File: config.mk
export PLATFORM = sky130hd
export DESIGN_NAME = if_stage_flat
export DESIGN_NICKNAME = d
export VERILOG_FILES = /design/src/rtl/if_stage_pkg.sv /design/src/rtl/if_stage_if.sv /design/src/rtl/if_stage_ifid_pipe_reg.sv /design/src/rtl/if_stage.sv /design/src/flat_wrapper.sv
export SDC_FILE = /design/constraint.sdc
export NUM_CORES = 1
export LEC_CHECK = 0
export ABC_AREA = 1
export BUFFER_PORTS_ARGS = -buffer_cell sky130_fd_sc_hd__buf_4
export CORE_MARGIN = 1.5
export CORE_UTILIZATION = 30
export CTS_CLUSTER_SIZE = 25
export DETAILED_ROUTE_END_ITERATION = 8
export PLACE_DENSITY_LB_ADDON = 0.15
export SYNTH_ARGS = -nofsm -noshare
export SYNTH_HDL_FRONTEND = slang
export SYNTH_SLANG_ARGS = --single-unit
File: constraint.sdc
create_clock -name clock -period 4 [get_ports clock]
set_input_delay 0.2 -clock clock [delete_from_list [all_inputs] [get_ports clock]]
set_output_delay 0.2 -clock clock [all_outputs]
set_load 0.01 [all_outputs]
File: src/rtl/if_stage_pkg.sv
// Shared ISA definitions for the fetch stage: field positions, widths and the if_stage state encoding.
package if_stage_pkg;

  localparam int INSTR_W    = 16;
  localparam int OPCODE_W   = 4;
  localparam int REG_ADDR_W = 3;
  localparam int FUNCT_W    = 2;
  localparam int IMM6_W     = 6;

  localparam int OPCODE_LSB = 12;
  localparam int RS_LSB     = 9;
  localparam int RT_LSB     = 6;
  localparam int RD_LSB     = 3;
  localparam int FUNCT_LSB  = 0;
  localparam int IMM6_LSB   = 0;

  localparam logic [1:0] ST_IDLE  = 2'd0;
  localparam logic [1:0] ST_FETCH = 2'd1;
  localparam logic [1:0] ST_HOLD  = 2'd2;
  localparam logic [1:0] ST_DRAIN = 2'd3;

  typedef struct packed {
    logic [OPCODE_W-1:0]   opcode;
    logic [REG_ADDR_W-1:0] rs;
    logic [REG_ADDR_W-1:0] rt;
    logic [REG_ADDR_W-1:0] rd;
    logic [FUNCT_W-1:0]    funct;
    logic [IMM6_W-1:0]     imm6;
  } instr_fields_t;

  function automatic instr_fields_t split_instr(input logic [INSTR_W-1:0] instr);
    instr_fields_t f;
    f.opcode = instr[OPCODE_LSB +: OPCODE_W];
    f.rs     = instr[RS_LSB +: REG_ADDR_W];
    f.rt     = instr[RT_LSB +: REG_ADDR_W];
    f.rd     = instr[RD_LSB +: REG_ADDR_W];
    f.funct  = instr[FUNCT_LSB +: FUNCT_W];
    f.imm6   = instr[IMM6_LSB +: IMM6_W];
    return f;
  endfunction

endpackage

File: src/rtl/if_stage_if.sv
// Instruction-memory req/ack bus between the fetch stage (master) and imem (slave).
interface if_stage_if #(parameter int ADDR_W = 16);
  import if_stage_pkg::*;

  logic               req;
  logic [ADDR_W-1:0]  addr;
  logic               ack;
  logic [INSTR_W-1:0] rdata;

  modport master (output req, output addr, input ack, input rdata);
  modport slave  (input req, input addr, output ack, output rdata);
endinterface

File: src/rtl/if_stage_ifid_pipe_reg.sv
// IF/ID pipeline register with load/hold/flush and the field split consumed by ID.
module ifid_pipe_reg
  import if_stage_pkg::*;
#(
  parameter int PC_WIDTH = 16
) (
  input  logic                  clock,
  input  logic                  reset,
  input  logic                  load,
  input  logic                  flush,
  input  logic [INSTR_W-1:0]    instr_in,
  input  logic [PC_WIDTH-1:0]   pc_plus1_in,
  output logic                  valid,
  output logic [INSTR_W-1:0]    instr,
  output logic [PC_WIDTH-1:0]   pc_plus1,
  output logic [OPCODE_W-1:0]   opcode,
  output logic [REG_ADDR_W-1:0] rs,
  output logic [REG_ADDR_W-1:0] rt,
  output logic [REG_ADDR_W-1:0] rd,
  output logic [FUNCT_W-1:0]    funct,
  output logic [IMM6_W-1:0]     imm6
);

  logic                valid_q, valid_d;
  logic [INSTR_W-1:0]  instr_q, instr_d;
  logic [PC_WIDTH-1:0] pc_plus1_q, pc_plus1_d;
  instr_fields_t       fields;

  // Flush only clears valid; the stale word stays visible but is marked as a bubble.
  always_comb begin
    valid_d    = valid_q;
    instr_d    = instr_q;
    pc_plus1_d = pc_plus1_q;
    if (flush) begin
      valid_d = 1'b0;
    end else if (load) begin
      valid_d    = 1'b1;
      instr_d    = instr_in;
      pc_plus1_d = pc_plus1_in;
    end
  end

  always_ff @(posedge clock) begin
    if (reset) begin
      valid_q    <= 1'b0;
      instr_q    <= '0;
      pc_plus1_q <= '0;
    end else begin
      valid_q    <= valid_d;
      instr_q    <= instr_d;
      pc_plus1_q <= pc_plus1_d;
    end
  end

  assign fields   = split_instr(instr_q);
  assign valid    = valid_q;
  assign instr    = instr_q;
  assign pc_plus1 = pc_plus1_q;
  assign opcode   = fields.opcode;
  assign rs       = fields.rs;
  assign rt       = fields.rt;
  assign rd       = fields.rd;
  assign funct    = fields.funct;
  assign imm6     = fields.imm6;

endmodule

File: src/rtl/if_stage.sv
// Instruction-fetch stage: PC, imem req/ack FSM, stall hold buffer and redirect/flush.
// Optional fetch_count performance counter is built when IF_PERF_CNT_EN is defined.
module if_stage
  import if_stage_pkg::*;
#(
  parameter int                 PC_WIDTH = 16,
  parameter logic [PC_WIDTH-1:0] RESET_PC = '0
) (
  input  logic                  clock,
  input  logic                  reset,
  input  logic                  stall,
  input  logic                  redirect,
  input  logic [PC_WIDTH-1:0]   redirect_pc,
  if_stage_if.master            imem,
  output logic                  ifid_valid,
  output logic [INSTR_W-1:0]    ifid_instr,
  output logic [PC_WIDTH-1:0]   ifid_pc_plus1,
  output logic [OPCODE_W-1:0]   opcode,
  output logic [REG_ADDR_W-1:0] rs,
  output logic [REG_ADDR_W-1:0] rt,
  output logic [REG_ADDR_W-1:0] rd,
  output logic [FUNCT_W-1:0]    funct,
  output logic [IMM6_W-1:0]     imm6
`ifdef IF_PERF_CNT_EN
  ,
  output logic [15:0]           fetch_count
`endif
);

  // state | meaning
  // IDLE  | one cycle after reset before the first request
  // FETCH | request pc, accept ack into IF/ID or the hold buffer
  // HOLD  | fetched word parked in hold_q while ID stalls; no request
  // DRAIN | redirected with a fetch in flight; wait for its ack and discard it

  logic [1:0]          state_q, state_d;
  logic [PC_WIDTH-1:0] pc_q, pc_d;
  logic [PC_WIDTH-1:0] tgt_q, tgt_d;
  logic [INSTR_W-1:0]  hold_q, hold_d;
  logic [PC_WIDTH-1:0] pc_inc;
  logic                pipe_load, pipe_flush, accept;
  logic [INSTR_W-1:0]  pipe_instr;
  logic [PC_WIDTH-1:0] pipe_pc_plus1;

  assign pc_inc = pc_q + PC_WIDTH'(1);

  always_comb begin
    state_d       = state_q;
    pc_d          = pc_q;
    tgt_d         = tgt_q;
    hold_d        = hold_q;
    pipe_load     = 1'b0;
    pipe_flush    = 1'b0;
    pipe_instr    = imem.rdata;
    pipe_pc_plus1 = pc_inc;
    accept        = 1'b0;
    case (state_q)
      ST_IDLE: state_d = ST_FETCH;
      ST_FETCH: begin
        if (imem.ack) begin
          if (redirect) begin
            pc_d       = redirect_pc;
            pipe_flush = 1'b1;
          end else if (!stall) begin
            pipe_load = 1'b1;
            pc_d      = pc_inc;
            accept    = 1'b1;
          end else begin
            hold_d  = imem.rdata;
            pc_d    = pc_inc;
            accept  = 1'b1;
            state_d = ST_HOLD;
          end
        end else if (redirect) begin
          tgt_d      = redirect_pc;
          pipe_flush = 1'b1;
          state_d    = ST_DRAIN;
        end else if (!stall) begin
          pipe_flush = 1'b1;
        end
      end
      ST_HOLD: begin
        // pc already points past the held word, so it is the held word's pc+1.
        if (redirect) begin
          pc_d       = redirect_pc;
          pipe_flush = 1'b1;
          state_d    = ST_FETCH;
        end else if (!stall) begin
          pipe_load     = 1'b1;
          pipe_instr    = hold_q;
          pipe_pc_plus1 = pc_q;
          state_d       = ST_FETCH;
        end
      end
      ST_DRAIN: begin
        pipe_flush = redirect;
        if (imem.ack) begin
          pc_d    = redirect ? redirect_pc : tgt_q;
          state_d = ST_FETCH;
        end else if (redirect) begin
          tgt_d = redirect_pc;
        end
      end
      default: state_d = ST_IDLE;
    endcase
  end

  always_ff @(posedge clock) begin
    if (reset) begin
      state_q <= ST_IDLE;
      pc_q    <= RESET_PC;
      tgt_q   <= RESET_PC;
      hold_q  <= '0;
    end else begin
      state_q <= state_d;
      pc_q    <= pc_d;
      tgt_q   <= tgt_d;
      hold_q  <= hold_d;
    end
  end

  // During DRAIN pc is untouched, so it still names the in-flight address.
  assign imem.req  = (state_q == ST_FETCH) || (state_q == ST_DRAIN);
  assign imem.addr = pc_q;

`ifdef IF_PERF_CNT_EN
  logic [15:0] count_q, count_d;

  always_comb begin
    count_d = count_q;
    if (accept) count_d = count_q + 16'd1;
  end

  always_ff @(posedge clock) begin
    if (reset) count_q <= '0;
    else       count_q <= count_d;
  end

  assign fetch_count = count_q;
`else
  logic unused_accept;
  assign unused_accept = accept;
`endif

  ifid_pipe_reg #(.PC_WIDTH(PC_WIDTH)) u_ifid (
    .clock       (clock),
    .reset       (reset),
    .load        (pipe_load),
    .flush       (pipe_flush),
    .instr_in    (pipe_instr),
    .pc_plus1_in (pipe_pc_plus1),
    .valid       (ifid_valid),
    .instr       (ifid_instr),
    .pc_plus1    (ifid_pc_plus1),
    .opcode      (opcode),
    .rs          (rs),
    .rt          (rt),
    .rd          (rd),
    .funct       (funct),
    .imm6        (imm6)
  );

endmodule

File: src/flat_wrapper.sv
// flat-port wrapper written by rule: the top's interface ports become plain ports
module if_stage_flat import if_stage_pkg::*;
#(
  parameter int                 PC_WIDTH = 16,
  parameter logic [PC_WIDTH-1:0] RESET_PC = '0
)
  (clock, reset, stall, redirect, redirect_pc, ifid_valid, ifid_instr, ifid_pc_plus1, opcode, rs, rt, rd, funct, imm6, imem_req, imem_addr, imem_ack, imem_rdata);
  if_stage_if #(.ADDR_W(16)) imem_i ();
  input  logic clock;
  input  logic reset;
  input  logic stall;
  input  logic redirect;
  input  logic [PC_WIDTH-1:0] redirect_pc;
  output logic ifid_valid;
  output logic [INSTR_W-1:0] ifid_instr;
  output logic [PC_WIDTH-1:0] ifid_pc_plus1;
  output logic [OPCODE_W-1:0] opcode;
  output logic [REG_ADDR_W-1:0] rs;
  output logic [REG_ADDR_W-1:0] rt;
  output logic [REG_ADDR_W-1:0] rd;
  output logic [FUNCT_W-1:0] funct;
  output logic [IMM6_W-1:0] imm6;
  output wire logic [$bits(imem_i.req)-1:0] imem_req;
  output wire logic [$bits(imem_i.addr)-1:0] imem_addr;
  input wire logic [$bits(imem_i.ack)-1:0] imem_ack;
  input wire logic [$bits(imem_i.rdata)-1:0] imem_rdata;
  assign imem_req = imem_i.req;
  assign imem_addr = imem_i.addr;
  assign imem_i.ack = imem_ack;
  assign imem_i.rdata = imem_rdata;
  if_stage #(.PC_WIDTH(PC_WIDTH), .RESET_PC(RESET_PC)) u_core (.clock(clock), .reset(reset), .stall(stall), .redirect(redirect), .redirect_pc(redirect_pc), .imem(imem_i), .ifid_valid(ifid_valid), .ifid_instr(ifid_instr), .ifid_pc_plus1(ifid_pc_plus1), .opcode(opcode), .rs(rs), .rt(rt), .rd(rd), .funct(funct), .imm6(imm6));
endmodule
==> insert_results.sql, run 1 <==
INSERT INTO impl_metrics (metric_group, metric, value, unit) VALUES
('layout', 'final-instance-count-excl-fill', '876', ''),
('sta', 'fin_crit_sh', '65.5', '%'),
('clocking', 'cts_made_buffers', '9', ''),
('route', 'wl_per_cell', '15.5', 'um'),
('critical_path', 'cp_max_fo', '20', ''),
('logic_synthesis', 'synthDominantCellAreaShare', '37.0', '%'),
('sta', 'setup_violations', '0', ''),
('sta', 'finalSetupTns', '0', 'ns'),
('logic_synthesis', 'synth_seq_area_share', '37.0', '%'),
('logic_synthesis', 'netlist_area', '0.00449', 'mm2'),
('route', 'dr_vias_cell', '5.12', ''),
('logic_synthesis', 'synth_cell_type_count', '32', ''),
('critical_path', 'worst_r2r_endpoint', 'u_core.imem.addr[6]$_SDFFE_PP0P_', ''),
('power_and_ir_drop', 'power.switching_fraction', '35.7', '%'),
('floorplan', 'floorplan.die_area', '0.0157', 'mm2'),
('logic_synthesis', 'post_synth_most_frequent_cells', 'nand2_1, dfxtp_1, a21oi_1', ''),
('power_and_ir_drop', 'power_density', '476', 'mW/mm2'),
('clocking', 'cts.root.buffer_cell', 'clkbuf_16', ''),
('power_and_ir_drop', 'switching_power', '926', 'uW'),
('global_routing', 'antenna_found_initial', '0', ''),
('route', 'routed_wl', '13.6', 'mm'),
('critical_path', 'startpoint', 'u_core.state_q[0]$_SDFFE_PP0P_', ''),
('sta', 'finalMaxSlewViolations', '0', ''),
('floorplan', 'ios', '108', ''),
('run', 'max_cap_viol_count', '0', ''),
('sta', 'worst-slew-pin-transition', '1.01', 'ns'),
('critical_path', 'worstPathRequired', '4.21', 'ns'),
('critical_path', 'r2r_start', 'u_core.state_q[0]$_SDFFE_PP0P_', ''),
('global_routing', 'grt_start_max_net_pins', '68', ''),
('placed_design', 'dp_hpwl', '9.42', 'mm'),
('route', 'number_of_iterations_in_the_first_detailed_routing_pass', '5', ''),
('clocking', 'clock_latency', '0.35', 'ns'),
('logic_synthesis', 'synth.mux.area_fraction', '0', '%'),
('power_and_ir_drop', 'static-leakage-power', '0.00228', 'uW'),
('route', 'post_route_drc', '0', ''),
('floorplan', 'initial_utilization', '30.7', '%'),
('power_and_ir_drop', 'intPower', '1670', 'uW'),
('logic_synthesis', 'synth.largest_area_cell', 'dfxtp_1', ''),
('layout', 'antenna_cells', '0', ''),
('min_path', 'worst_hold_path_type', 'in2reg', ''),
('logic_synthesis', 'synth_async_sr_flop_share', '0', '%'),
('clocking', 'clock_tree.htree_level_count', '3', ''),
('placed_design', 'io_buffer_count', '107', ''),
('clocking', 'count_of_buffers_added_by_post_cts_timing_repair_for_setup', '0', ''),
('logic_synthesis', 'post_synth_main_area_contributors', 'dfxtp_1, nand2_1, a21oi_1', ''),
('floorplan', 'fp.dieH', '125', 'um'),
('logic_synthesis', 'synth_enable_flop_cells', '0', ''),
('clocking', 'clkSinkCount', '83', ''),
('run_status', 'run_status', 'finished, final reports clean', ''),
('logic_synthesis', 'synth_xor_xnor_area_share', '1.76', '%'),
('clocking', 'postCtsHoldBufs', '0', ''),
('sta', 'grt_setup_unrepaired', 'false', ''),
('route', 'drt_first_iter_violations', '283', ''),
('clocking', 'tritoncts', 'built', ''),
('logic_synthesis', 'synth_ff_type', 'dfxtp_1', ''),
('placed_design', 'routability_congestion_estimate_from_global_placement', '0.820', ''),
('sta', 'max_freq', '0.382', 'GHz'),
('global_routing', 'vias_in_the_first_global_route', '4194', ''),
('logic_synthesis', 'synth_top_family_by_area', 'compound AO/OA/AOI/OAI gates', ''),
('critical_path', 'timing.critical_path.arrival', '2.83', 'ns'),
('layout', 'final_layout_size_suffix_gt1_share', '22.3', '%'),
('logic_synthesis', 'postSynthNetCount', '670', ''),
('placed_design', 'dpl-instance-area', '0.00516', 'mm2'),
('floorplan', 'row_count', '44', ''),
('power_and_ir_drop', 'combPwrFrac', '28.1', '%'),
('route', 'ant_nets', '0', ''),
('sta', 'final-hold-violation-count', '0', ''),
('clocking', 'post_cts.resized_instances', '0', ''),
('placed_design', 'post-place-cells', '860', ''),
('logic_synthesis', 'synthSimpleGateAreaFrac', '18.7', '%'),
('logic_synthesis', 'synth_most_common_cell', 'nand2_1', '');
[worst min-delay path by stage]
stage / cells after the start / slack, ns / endpoint
2_1_floorplan: 2 / 0.34 / u_core.u_ifid.instr[15]$_SDFFE_PP0P_
3_3_place_gp: 2 / 0.44 / u_core.hold_q[13]$_SDFFE_PP0P_
3_5_place_dp: 2 / 0.45 / u_core.hold_q[5]$_SDFFE_PP0P_
4_1_cts: 3 / 0.10 / u_core.u_ifid.instr[15]$_SDFFE_PP0P_
5_1_grt: 3 / 0.13 / u_core.u_ifid.instr[15]$_SDFFE_PP0P_
6_report: 3 / 0.12 / u_core.u_ifid.instr[15]$_SDFFE_PP0P_
[kinds of logic (layout without fill, tap and decap cells)]
kind of cell / after synthesis / in the layout
XOR/XNOR: 9 / 9
AO/OA/AOI/OAI: 218 / 218
buffers and inverters: 110 / 174
flip-flops: 83 / 83
AND/OR/NAND/NOR: 203 / 203
adder cells (fa/ha/maj): 5 / 5
[layout by cell type (no fill, tap or decap), types with 2 or more instances in the layout]
master / instances
clkinvlp_4: 3
nor2_2: 6
inv_2: 5
xor2_1: 5
buf_4: 109
nor3_1: 11
nand3_1: 26
a31oi_1: 20
dfxtp_1: 83
o211a_1: 2
a211oi_2: 14
o21ai_1: 4
nor2_1: 39
a211oi_1: 13
nand4_1: 4
xnor2_1: 4
nand2_2: 2
clkbuf_16: 9
a21oi_1: 82
nand2_1: 114
ha_1: 5
o21ai_0: 78
inv_1: 43
[routing by layer]
layer	vias to the layer above	GRT usage [%]	wire length, um
li1	2240	-	-
met1	2078	22.3	6200
met2	147	28.4	6400
met3	17	4.66	754
met4	0	5.28	255
met5	-	0	0
[through the flow]
stage | utilization (%) | power [uW] | hold slack (ns)
global route | 37.3 | 2760 | 0.135
finish | 37.3 | 2590 | 0.115
global placement | 35.4 | 1820 | 0.442
detailed placement | 35.4 | 1820 | 0.449
floorplan | - | 1540 | 0.344
CTS | 37.3 | 2620 | 0.102
[sequential cells by signal (all words and copies together), names as in the netlist]
name,count
u_core.u_ifid.valid,1
u_core.hold_q,16
u_core.imem.addr,16
u_core.state_q,2
u_core.u_ifid.instr,16
u_core.u_ifid.pc_plus1,16
u_core.tgt_q,16
[critical path, cell delays in order (launching register included)]
cell and delay (ns):
dfxtp_1 0.33, inv_1 0.10, ha_1 0.62, inv_2 0.11
nor2_2 0.14, nor2_1 0.05, nand2_1 0.36, inv_1 0.39
o21ai_0 0.30, a31oi_1 0.07
[power by group through the flow]
| stage | clock [uW] | sequential (uW) | combinational (uW) |
|---|---|---|---|
| final | 793 | 1070 | 727 |
| after global routing | 847 | 1090 | 818 |
| after floorplan | 0 | 1070 | 467 |
| after global placement | 0 | 1090 | 731 |
| after CTS | 813 | 1070 | 736 |
| after detailed placement | 0 | 1090 | 734 |
[layout make-up]
cell class	count	area [um2]
fillers	1543	9150
multi-input cells	435	2270
flip-flops and latches	83	1660
repair buffers	109	818
clock buffers	11	243
well taps	184	230
inverters	49	186
clock inverters	5	36.3
Note: power is estimated with default switching activity, not from simulation.
==> run 2: changes to the inputs <==
==> constraint.sdc (replaced) <==
create_clock -name clock -period 2.45 [get_ports clock]
set_input_delay 0.1225 -clock clock [delete_from_list [all_inputs] [get_ports clock]]
set_output_delay 0.1225 -clock clock [all_outputs]
set_load 0.01 [all_outputs]
==> insert_results.sql, run 2 (synthesis gave the netlist of run 1 again) <==
INSERT INTO impl_metrics (metric_group, metric, value, unit) VALUES
('route', 'wl_per_cell', '15.4', 'um'),
('critical_path', 'r2r_setup_slack', '0.31', 'ns'),
('global_routing', 'grt_start_max_net_pins', '38', ''),
('power_and_ir_drop', 'power_density', '806', 'mW/mm2'),
('route', 'drt_first_iter_violations', '274', ''),
('sta', 'finalMaxSlewViolations', '0', ''),
('floorplan', 'placeableCoreArea', '0.0146', 'mm2'),
('route', 'post_route_drc', '0', ''),
('floorplan', 'initial_utilization', '30.7', '%'),
('clocking', 'clock_latency', '0.35', 'ns'),
('floorplan', 'row_count', '44', ''),
('route', 'met1_length', '6.25', 'mm'),
('route', 'dr_total_vias', '4570', ''),
('layout', 'mostFrequentLayoutCells', 'buf_4, nand2_1, dfxtp_1, a21oi_1, o21ai_0', ''),
('min_path', 'hold-path-endpoint', 'u_core.u_ifid.instr[15]$_SDFFE_PP0P_', ''),
('clocking', 'postCtsHoldBufs', '0', ''),
('clocking', 'cts.root.buffer_cell', 'clkbuf_16', ''),
('power_and_ir_drop', 'combPwrFrac', '28.4', '%'),
('power_and_ir_drop', 'worst_case_vdd_ir_drop', '0.518', 'mV'),
('route', 'ant_nets', '0', ''),
('clocking', 'clkSinkCount', '83', ''),
('layout', 'final_common_cell', 'buf_4', ''),
('layout', 'finalNetCount', '741', ''),
('placed_design', 'dp_hpwl', '9.57', 'mm'),
('min_path', 'hold_path.startpoint', 'imem_rdata[15]', ''),
('clocking', 'count_of_buffers_added_by_post_cts_timing_repair_for_setup', '0', ''),
('critical_path', 'r2r_start', 'u_core.state_q[1]$_SDFFE_PP0P_', ''),
('sta', 'layout_skew', '0.00958', 'ns'),
('sta', 'fin_crit_sh', '87.2', '%'),
('sta', 'worst-slew-pin-transition', '0.696', 'ns'),
('placed_design', 'routability_congestion_estimate_from_global_placement', '0.850', ''),
('min_path', 'worst_hold_path_cell_count', '3', ''),
('sta', 'final-hold-violation-count', '0', ''),
('clocking', 'post_cts.resized_instances', '0', ''),
('route', 'dr_vias_cell', '5.15', ''),
('clocking', 'tritoncts', 'built', ''),
('layout', 'filler_cell_count', '1527', ''),
('global_routing', 'antenna_found_initial', '0', ''),
('placed_design', 'io_buffer_count', '107', ''),
('power_and_ir_drop', 'power.share.sequential', '38.4', '%'),
('run', 'max_cap_viol_count', '0', ''),
('floorplan', 'fp.dieW', '125', 'um'),
('global_routing', 'global_route.usage.total', '17.3', '%'),
('power_and_ir_drop', 'relative_contribution_of_the_clock_network_to_total_power', '33.2', '%'),
('critical_path', 'critical_path_class', 'reg2reg', ''),
('power_and_ir_drop', 'power.switching_fraction', '34.1', '%'),
('sta', 'worst_slack', '0.314', 'ns'),
('critical_path', 'worst-r2r-cell-count', '7', ''),
('critical_path', 'crit_chain', 'inv_1, ha_1, nand2_2, nor2_2, nand2_1, o21ai_0, a21oi_1', ''),
('layout', 'multi_input_area', '0.00227', 'mm2'),
('sta', 'slew-limit-headroom', '53.5', '%'),
('critical_path', 'kind_of_launch_point_of_the_worst_setup_path', 'register', ''),
('floorplan', 'fp.dieH', '125', 'um'),
('critical_path', 'cp_max_fo', '24', ''),
('layout', 'final_layout_size_suffix_gt1_share', '23.6', '%'),
('layout', 'final-seq-area', '0.00166', 'mm2'),
('route', 'met3_wirelength', '819', 'um'),
('sta', 'fin_crit', '2.14', 'ns'),
('critical_path', 'slowest_stage', 'nand2_1', ''),
('global_routing', 'grt-ovfl-total', '0', ''),
('global_routing', 'vias_in_the_first_global_route', '4132', ''),
('clocking', 'clk_path_buf_depth', '2', ''),
('clocking', 'cts.reportedPaths.clkPinSlew', '0.07', 'ns'),
('floorplan', 'ios', '108', ''),
('route', 'routed_wl', '13.7', 'mm'),
('route', 'number_of_iterations_in_the_first_detailed_routing_pass', '5', ''),
('run_status', 'run_status', 'finished, final reports clean', ''),
('global_routing', 'grt_pass1_wl', '21.5', 'mm'),
('min_path', 'worst_hold_path_type', 'in2reg', ''),
('power_and_ir_drop', 'switching_power', '1540', 'uW'),
('clocking', 'cts_made_buffers', '9', ''),
('critical_path', 'critical-path-max-stage-delay', '0.47', 'ns'),
('clocking', 'clock_tree.htree_level_count', '3', ''),
('placed_design', 'post-place-ws', '0.340', 'ns'),
('power_and_ir_drop', 'static-leakage-power', '0.00238', 'uW'),
('route', 'wl_met2', '6.30', 'mm'),
('critical_path', 'timing.critical_path.arrival', '2.34', 'ns'),
('sta', 'setup_violations', '0', ''),
('critical_path', 'worstPathRequired', '2.66', 'ns'),
('critical_path', 'endpoint_kind', 'register', ''),
('sta', 'grt_setup_unrepaired', 'false', ''),
('layout', 'antenna_cells', '0', ''),
('route', 'maxUsedRoutingLayer', 'met4', ''),
('layout', 'syn2layout_area_growth', '24.6', '%'),
('power_and_ir_drop', 'intPower', '2970', 'uW'),
('sta', 'max_freq', '0.468', 'GHz'),
('floorplan', 'floorplan.die_area', '0.0157', 'mm2'),
('critical_path', 'worst_r2r_endpoint', 'u_core.hold_q[11]$_SDFFE_PP0P_', ''),
('sta', 'finalSetupTns', '0', 'ns');
[run 2: worst max path at each step]
stage / slack (ns) / cells past startpoint / to / from
finish: 0.31 / 7 / u_core.hold_q[11]$_SDFFE_PP0P_ / u_core.state_q[1]$_SDFFE_PP0P_
global route: 0.04 / 7 / u_core.hold_q[12]$_SDFFE_PP0P_ / u_core.state_q[1]$_SDFFE_PP0P_
CTS: 0.30 / 7 / u_core.hold_q[11]$_SDFFE_PP0P_ / u_core.state_q[1]$_SDFFE_PP0P_
detailed placement: 0.34 / 7 / u_core.hold_q[11]$_SDFFE_PP0P_ / u_core.state_q[1]$_SDFFE_PP0P_
global placement: 0.42 / 7 / u_core.hold_q[4]$_SDFFE_PP0P_ / u_core.state_q[1]$_SDFFE_PP0P_
floorplan: 0.82 / 10 / u_core.u_ifid.instr[11]$_SDFFE_PP0P_ / u_core.state_q[0]$_SDFFE_PP0P_
[run 2: power by group through the flow]
| stage | clock [uW] | sequential, uW | combinational, uW |
|---|---|---|---|
| after floorplan | 0 | 1750 | 762 |
| after global placement | 0 | 1750 | 1270 |
| after detailed placement | 0 | 1760 | 1280 |
| after CTS | 1540 | 1730 | 1290 |
| after global routing | 1590 | 1750 | 1430 |
| final | 1500 | 1730 | 1280 |
[run 2: worst max-delay path, delay by kind of cell, from the launching register on]
kind / cells / cell delay (ns)
AO/OA/AOI/OAI: 2 / 0.41
buffers and inverters: 1 / 0.10
flip-flops: 1 / 0.33
adder cells (fa/ha/maj): 1 / 0.30
AND/OR/NAND/NOR: 3 / 0.85
[run 2: metrics by stage]
| step | power (uW) | hold slack [ns] | cells | utilization (%) | cell area, um2 |
|---|---|---|---|---|---|
| 2_1_floorplan | 2510 | 0.266 | 628 | - | 4490 |
| 3_3_place_gp | 3030 | 0.383 | 872 | 36.1 | 5270 |
| 3_5_place_dp | 3040 | 0.398 | 872 | 36.1 | 5270 |
| 4_1_cts | 4560 | 0.0331 | 888 | 38.3 | 5590 |
| 5_1_grt | 4770 | 0.0374 | 888 | 38.3 | 5590 |
| 6_report | 4500 | 0.0518 | 888 | 38.3 | 5590 |
[run 2: cell type report]
type	count	area share, %
clock inverter	5	1.48
inverter	49	3.33
multi-input combinational	435	40.5
tap	184	4.12
timing repair buffer	121	16.5
sequential	83	29.7
clock buffer	11	4.34
[run 2: routing by layer]
layer / vias to the layer above / global-route usage (%)
li1: 2271 / -
met1: 2117 / 22.7
met2: 158 / 27.3
met3: 24 / 4.11
met4: 0 / 6.82
met5: - / 0
